File: config.mk
export PLATFORM = sky130hd
export DESIGN_NAME = block_deinterleaver_pp
export DESIGN_NICKNAME = d
export VERILOG_FILES = /design/src/rtl/block_deinterleaver_pp.sv
export SDC_FILE = /design/constraint.sdc
export NUM_CORES = 1
export LEC_CHECK = 0
export BUFFER_PORTS_ARGS = -buffer_cell sky130_fd_sc_hd__buf_2
export CAP_MARGIN = 10
export CORE_ASPECT_RATIO = 0.75
export CORE_MARGIN = 2
export CORE_UTILIZATION = 30
export CTS_BUF_LIST = sky130_fd_sc_hd__clkbuf_4 sky130_fd_sc_hd__clkbuf_8 sky130_fd_sc_hd__clkbuf_16
export CTS_CLUSTER_SIZE = 40
export DETAILED_ROUTE_END_ITERATION = 8
export PLACE_DENSITY = 0.43
export RECOVER_POWER = 25
export SETUP_SLACK_MARGIN = 0.4
export SLEW_MARGIN = 30
export SYNTH_ARGS = -nofsm -noshare
export SYNTH_HDL_FRONTEND = slang
export SYNTH_SLANG_ARGS = --single-unit
File: constraint.sdc
create_clock -name clk -period 4.8 [get_ports clk]
set_input_delay 0.48 -clock clk [delete_from_list [all_inputs] [get_ports clk]]
set_output_delay 0.48 -clock clk [all_outputs]
set_load 0.01 [all_outputs]
File: src/rtl/block_deinterleaver_pp.sv
// Ping-pong block deinterleaver: symbols written row-major into ROWS x COLS bit banks, drained column-major 1 bit/cycle; DEINT_OVERFLOW_EN adds a sticky overflow flag.
// Latency: out[0] valid one cycle after a bank fills; out_stall freezes data_out/read index, in_accept drops while both banks are occupied.
module block_deinterleaver_pp #(
    parameter int SYM_W = 4,
    parameter int ROWS  = 8,
    parameter int COLS  = 16
) (
    input  logic             clk,
    input  logic             reset,
    input  logic             data_ready,
    input  logic [SYM_W-1:0] in_bits,
    output logic             in_accept,
    input  logic             out_stall,
    output logic             data_out,
    output logic             out_ready,
`ifdef DEINT_OVERFLOW_EN
    output logic             block_done,
    output logic             overflow
`else
    output logic             block_done
`endif
);

    localparam int N      = ROWS * COLS;
    localparam int NSYM   = N / SYM_W;
    localparam int WCNT_W = (NSYM > 1) ? $clog2(NSYM) : 1;
    localparam int RCNT_W = (N > 1) ? $clog2(N) : 1;

    typedef enum logic [1:0] {
        EMPTY    = 2'd0,
        FILLING  = 2'd1,
        FULL     = 2'd2,
        DRAINING = 2'd3
    } bank_state_t;

    bank_state_t       bank_q [2];
    bank_state_t       bank_d [2];
    logic              wr_sel_q, wr_sel_d;
    logic              rd_sel_q, rd_sel_d;
    logic [WCNT_W-1:0] wr_cnt_q, wr_cnt_d;
    logic [RCNT_W-1:0] rd_cnt_q, rd_cnt_d;
    logic              data_out_q, data_out_d;
    logic              out_ready_q, out_ready_d;
    logic              block_done_q, block_done_d;
    logic [N-1:0]      mem_q [2];

    logic              wr_en;
    logic [RCNT_W-1:0] wr_base;
    logic              rd_adv;
    logic              rd_last;

    // Column-major read index j maps to row-major storage address.
    function automatic logic [RCNT_W-1:0] rd_addr(input logic [RCNT_W-1:0] j);
        int ji;
        ji = 32'(j);
        return RCNT_W'((ji % ROWS) * COLS + ji / ROWS);
    endfunction

    always_comb begin
        bank_d       = bank_q;
        wr_sel_d     = wr_sel_q;
        rd_sel_d     = rd_sel_q;
        wr_cnt_d     = wr_cnt_q;
        rd_cnt_d     = rd_cnt_q;
        data_out_d   = data_out_q;
        out_ready_d  = out_ready_q;
        block_done_d = 1'b0;

        in_accept = !reset && (bank_q[wr_sel_q] == EMPTY || bank_q[wr_sel_q] == FILLING);
        wr_en     = data_ready && in_accept;
        wr_base   = RCNT_W'(32'(wr_cnt_q) * SYM_W);

        if (wr_en) begin
            if (wr_cnt_q == WCNT_W'(NSYM - 1)) begin
                bank_d[wr_sel_q] = FULL;
                wr_sel_d         = !wr_sel_q;
                wr_cnt_d         = '0;
            end else begin
                bank_d[wr_sel_q] = FILLING;
                wr_cnt_d         = wr_cnt_q + 1'b1;
            end
        end

        rd_adv  = out_ready_q && !out_stall;
        rd_last = rd_adv && (rd_cnt_q == RCNT_W'(N - 1));

        // The writer only touches EMPTY/FILLING banks and the reader only FULL/DRAINING ones.
        if (rd_last) begin
            bank_d[rd_sel_q] = EMPTY;
            rd_sel_d         = !rd_sel_q;
            rd_cnt_d         = '0;
            if (bank_q[!rd_sel_q] == FULL) begin
                bank_d[!rd_sel_q] = DRAINING;
                out_ready_d       = 1'b1;
                data_out_d        = mem_q[!rd_sel_q][rd_addr('0)];
            end else begin
                out_ready_d = 1'b0;
                data_out_d  = 1'b0;
            end
        end else if (rd_adv) begin
            rd_cnt_d   = rd_cnt_q + 1'b1;
            data_out_d = mem_q[rd_sel_q][rd_addr(rd_cnt_q + 1'b1)];
        end else if (!out_ready_q && bank_q[rd_sel_q] == FULL) begin
            bank_d[rd_sel_q] = DRAINING;
            out_ready_d      = 1'b1;
            data_out_d       = mem_q[rd_sel_q][rd_addr('0)];
        end

        block_done_d = out_ready_d && (rd_cnt_d == RCNT_W'(N - 1));
    end

    always_ff @(posedge clk) begin
        if (reset) begin
            bank_q[0]    <= EMPTY;
            bank_q[1]    <= EMPTY;
            wr_sel_q     <= 1'b0;
            rd_sel_q     <= 1'b0;
            wr_cnt_q     <= '0;
            rd_cnt_q     <= '0;
            data_out_q   <= 1'b0;
            out_ready_q  <= 1'b0;
            block_done_q <= 1'b0;
        end else begin
            bank_q       <= bank_d;
            wr_sel_q     <= wr_sel_d;
            rd_sel_q     <= rd_sel_d;
            wr_cnt_q     <= wr_cnt_d;
            rd_cnt_q     <= rd_cnt_d;
            data_out_q   <= data_out_d;
            out_ready_q  <= out_ready_d;
            block_done_q <= block_done_d;
        end
    end

    // Bank storage needs no reset: bank state gates every read.
    always_ff @(posedge clk) begin
        if (wr_en) begin
            for (int b = 0; b < SYM_W; b++) begin
                mem_q[wr_sel_q][wr_base + RCNT_W'(b)] <= in_bits[SYM_W-1-b];
            end
        end
    end

    assign data_out   = data_out_q;
    assign out_ready  = out_ready_q;
    assign block_done = block_done_q;

`ifdef DEINT_OVERFLOW_EN
    logic overflow_q;

    always_ff @(posedge clk) begin
        if (reset) begin
            overflow_q <= 1'b0;
        end else if (data_ready && !in_accept) begin
            overflow_q <= 1'b1;
        end
    end

    assign overflow = overflow_q;
`endif

endmodule

==> impl_metrics.py <==
metrics = {
    "power": {
        "leakagePower_uw": 0.00438,
        "vdd_ir_drop_max_mv": 0.230,
        "pwr-share-seq": 0.540,
        "p_clk_frac": 0.437,
        "p_int_uw": 3920,
        "switching_share": 0.202,
        "combPwrFrac": 0.023,
        "cellPowerDensity_mw_per_mm2": 344,
        "p_switching_uw": 994,
    },
    "timing": {
        "rsz0062_at_grt": "false",
        "tightest_slew_ns": 3.55,
        "fin_crit_ns": 3.44,
        "max_freq_mhz": 291,
        "setup_ws_ns": 1.36,
        "final_hold_viol_count": 0,
        "setup_viol": 0,
        "slew_viol_final": 104,
        "period_share": 0.717,
        "fin_skew_ns": 0.0137,
        "fin_tns_setup_ns": 0,
        "relSlewSlack": -1.37,
    },
    "synth": {
        "yosysWarnings": 0,
        "syn_inst": 958,
        "yosysTopAreaCell": "edfxtp_1",
        "netlist_top_cells_area": "edfxtp_1, mux2_2, mux4_2",
        "synth_cell_types": 59,
        "synth_ff_type": "edfxtp_1",
        "syn-cell-area_mm2": 0.0127,
        "synth.avg_cell_area_um2": 13.3,
        "synthArstFlopShare": 0,
        "synth_nets": 972,
        "synth-seq-cells": 278,
        "synth_top_area_share": 0.604,
        "synth_enable_flop_cells": 256,
        "synth_seq_area_share": 0.638,
    },
    "worst_setup_path": {
        "critPathRequiredTime_ns": 5.22,
        "cp_slowest_cell": "buf_4",
        "cp_max_fo": 41,
        "cp_cell_sequence": "buf_4 -> nand3_4 -> xnor2_4 -> buf_4 -> mux2i_1 -> mux2i_1 -> o2111a_1 -> or4_1 -> o2111ai_1 -> nand3b_1 -> a211oi_2",
        "r2r-start": "rd_cnt_q[0]$_SDFF_PP0_",
        "r2r_slack_ns": 1.36,
        "critPathKind": "flip-flop to flip-flop",
        "slowest_delay_ns": 0.57,
        "cp-start-kind": "flip-flop",
        "r2r_cells": 11,
        "critical_path_arrival_ns": 3.86,
        "end_kind": "flip-flop",
        "rr_endpoint": "data_out$_SDFFE_PP0P_",
        "cp_num_buf_inv": 2,
        "crit_family": "simple AND/OR/NAND/NOR gates",
    },
    "clocking": {
        "path_clk_slew_ns": 0.06,
        "cts.sinks": 278,
        "clk_path_buf_depth": 3,
        "cts_tree": "built",
        "hold_buffers": 0,
        "cts_setup_buffers": 0,
        "cts_root_buffer": "clkbuf_16",
        "numCtsBuffers": 29,
        "clock_latency_ns": 0.55,
        "htreeDepth": 1,
        "cts-resized-gates": 0,
    },
    "die": {
        "die_area_mm2": 0.0441,
        "fp.dieW_um": 242,
        "initial_core_util": 0.303,
        "io_pins": 12,
        "num_rows": 65,
        "core_area_mm2": 0.0420,
        "fp.dieH_um": 182,
    },
    "detailed_routing": {
        "via_count": 7861,
        "routed_via_density": 5.11,
        "ant_nets": 0,
        "wl_mm": 34.5,
        "first_pass_iters": 5,
        "routedWlPerCell_um": 22.4,
        "drtIter0Drc": 500,
        "drc": 0,
    },
    "min_path": {
        "hold_path_class": "primary input to flip-flop",
        "holdPathEnd": "bank_q[3]$_SDFF_PP0_",
        "worstHoldStart": "data_ready",
        "hold_depth": 3,
    },
    "placement": {
        "dp_slack_ns": 1.40,
        "dp_hpwl_mm": 20.0,
        "placed_cell_area_mm2": 0.0134,
        "portBuffers": 11,
        "gp_congestion": 0.771,
        "post-place-cells": 1485,
    },
    "run_status": {
        "violations": "max-capacitance violations, max-slew violations",
        "status": "finished, violations left",
    },
    "cells_and_area": {
        "drive_gt1_frac": 0.189,
        "syn_to_final_growth_pct": 12.1,
        "layoutNonFillerInstCount": 1537,
        "nets": 961,
        "final_cell_area_mm2": 0.0143,
    },
    "job": {
        "max_cap_violations": 2,
    },
    "grt": {
        "grt_max_degree": 92,
        "grt_pass1_wl_mm": 51.5,
        "grt_pass1_vias": 7701,
        "grt-ovfl-total": 0,
        "antenna_found_initial": 0,
        "grt_usage": 0.156,
    },
}
-- cell usage after synthesis, drive strengths merged (2+ instances only) --
cell and n:
inv 5, o2111a 2, nand2 140, nor2b 4
mux4 26, a2111oi 4, a31oi 5, ha 6
o22ai 4, a21oi 27, a211oi 4, nor3 69
or4 2, o21a 2, mux2i 46, o31ai 3
clkbuf 54, dfxtp 22, and4 2, nand2b 2
mux2 65, a311oi 6, nand3b 5, o21ai 11
nor4b 3, or3b 2, xnor2 9, a32oi 3
xor2 2, and2 3, o2111ai 7, o311ai 3
and3 12, nand3 33, nor2 61, o211ai 5
or3 5, buf 26, a311o 2, edfxtp 256
-- registers in the layout, summed over array words and instances (netlist names), named ones only --
name,flops
mem_q,256
wr_sel_q,1
out_ready,1
block_done,1
bank_q,4
rd_cnt_q,7
data_out,1
rd_sel_q,1
wr_cnt_q,5
-- per-stage QoR --
| stage | hold WS (ns) | util | total power, uW |
|---|---|---|---|
| global placement | 0.511 | 0.319 | 2820 |
| detailed placement | 0.523 | 0.319 | 2810 |
| CTS | 0.297 | 0.340 | 4970 |
| finish | 0.319 | 0.340 | 4910 |
| floorplan | 0.488 | - | 2760 |
| global route | 0.303 | 0.340 | 5080 |
-- layout by cell type, fill, tap and decap left out, types with 10 or more instances in the layout --
| master | synthesis | layout |
|---|---|---|
| mux2i_1 | 46 | 46 |
| buf_4 | 7 | 23 |
| clkbuf_16 | 0 | 29 |
| dfxtp_1 | 22 | 20 |
| nand2_1 | 140 | 140 |
| and3_1 | 12 | 12 |
| nand3_1 | 32 | 32 |
| nor3_1 | 69 | 69 |
| mux2_2 | 65 | 65 |
| a21oi_1 | 27 | 27 |
| o21ai_0 | 10 | 10 |
| clkbuf_4 | 0 | 11 |
| mux4_2 | 26 | 26 |
| nor2_1 | 61 | 60 |
| edfxtp_1 | 256 | 256 |
-- kinds of logic after synthesis --
logic type,count (synthesis),share of synthesized area
xor gates and xnor gates,11,0.00963
AOI/OAI and AO/OA,94,0.0515
DFF,278,0.638
buffers and inverters,86,0.0315
muxes,137,0.140
adders and majority gates,6,0.00590
and+or+nand+nor,346,0.124
-- power groups by stage --
stage	Clock [uW]	Combinational [uW]	Sequential [uW]
2_1_floorplan	0	57.3	2700
3_3_place_gp	0	115	2700
6_report	2150	111	2650
5_1_grt	2310	123	2650
3_5_place_dp	0	113	2700
4_1_cts	2200	114	2650
-- worst reg2reg max path: stages (launching register included) --
cell       delay, ns
dfxtp_1         0.35
buf_4           0.23
nand3_4         0.19
xnor2_4         0.33
buf_4           0.57
mux2i_1         0.32
mux2i_1         0.10
o2111a_1        0.24
or4_1           0.48
o2111ai_1       0.24
nand3b_1        0.17
a211oi_2        0.08
-- layer usage --
layer | global-route usage | share of wire | up-vias
met1 | 0.240 | 0.51 | 4043
met2 | 0.230 | 0.43 | 169
met5 | 0 | 0 | -
li1 | - | - | 3617
met4 | 0.0314 | 0.016 | 0
met3 | 0.0269 | 0.047 | 32
-- worst max-delay path by stage --
stage / start / endpoint / slack [ns] / cells after the start
2_1_floorplan: reset / mem_q[0][10]$_DFFE_PP_ / 2.10 / 7
3_3_place_gp: rd_cnt_q[0]$_SDFF_PP0_ / data_out$_SDFFE_PP0P_ / 1.35 / 11
3_5_place_dp: rd_cnt_q[0]$_SDFF_PP0_ / data_out$_SDFFE_PP0P_ / 1.40 / 11
4_1_cts: rd_cnt_q[0]$_SDFF_PP0_ / data_out$_SDFFE_PP0P_ / 1.37 / 11
5_1_grt: rd_cnt_q[3]$_SDFF_PP0_ / data_out$_SDFFE_PP0P_ / 1.17 / 10
6_report: rd_cnt_q[0]$_SDFF_PP0_ / data_out$_SDFFE_PP0P_ / 1.36 / 11
-- area by class of cell --
cell class	count	area, um2
tap	569	712
timing repair buffer	38	278
clock buffer	41	822
multi-input combinational	594	4240
sequential	278	8130
inverter	6	22.5
antenna	1	2.50
fill	4186	27700
clock inverter	10	68.8
Power figures use the tool's default switching activity.
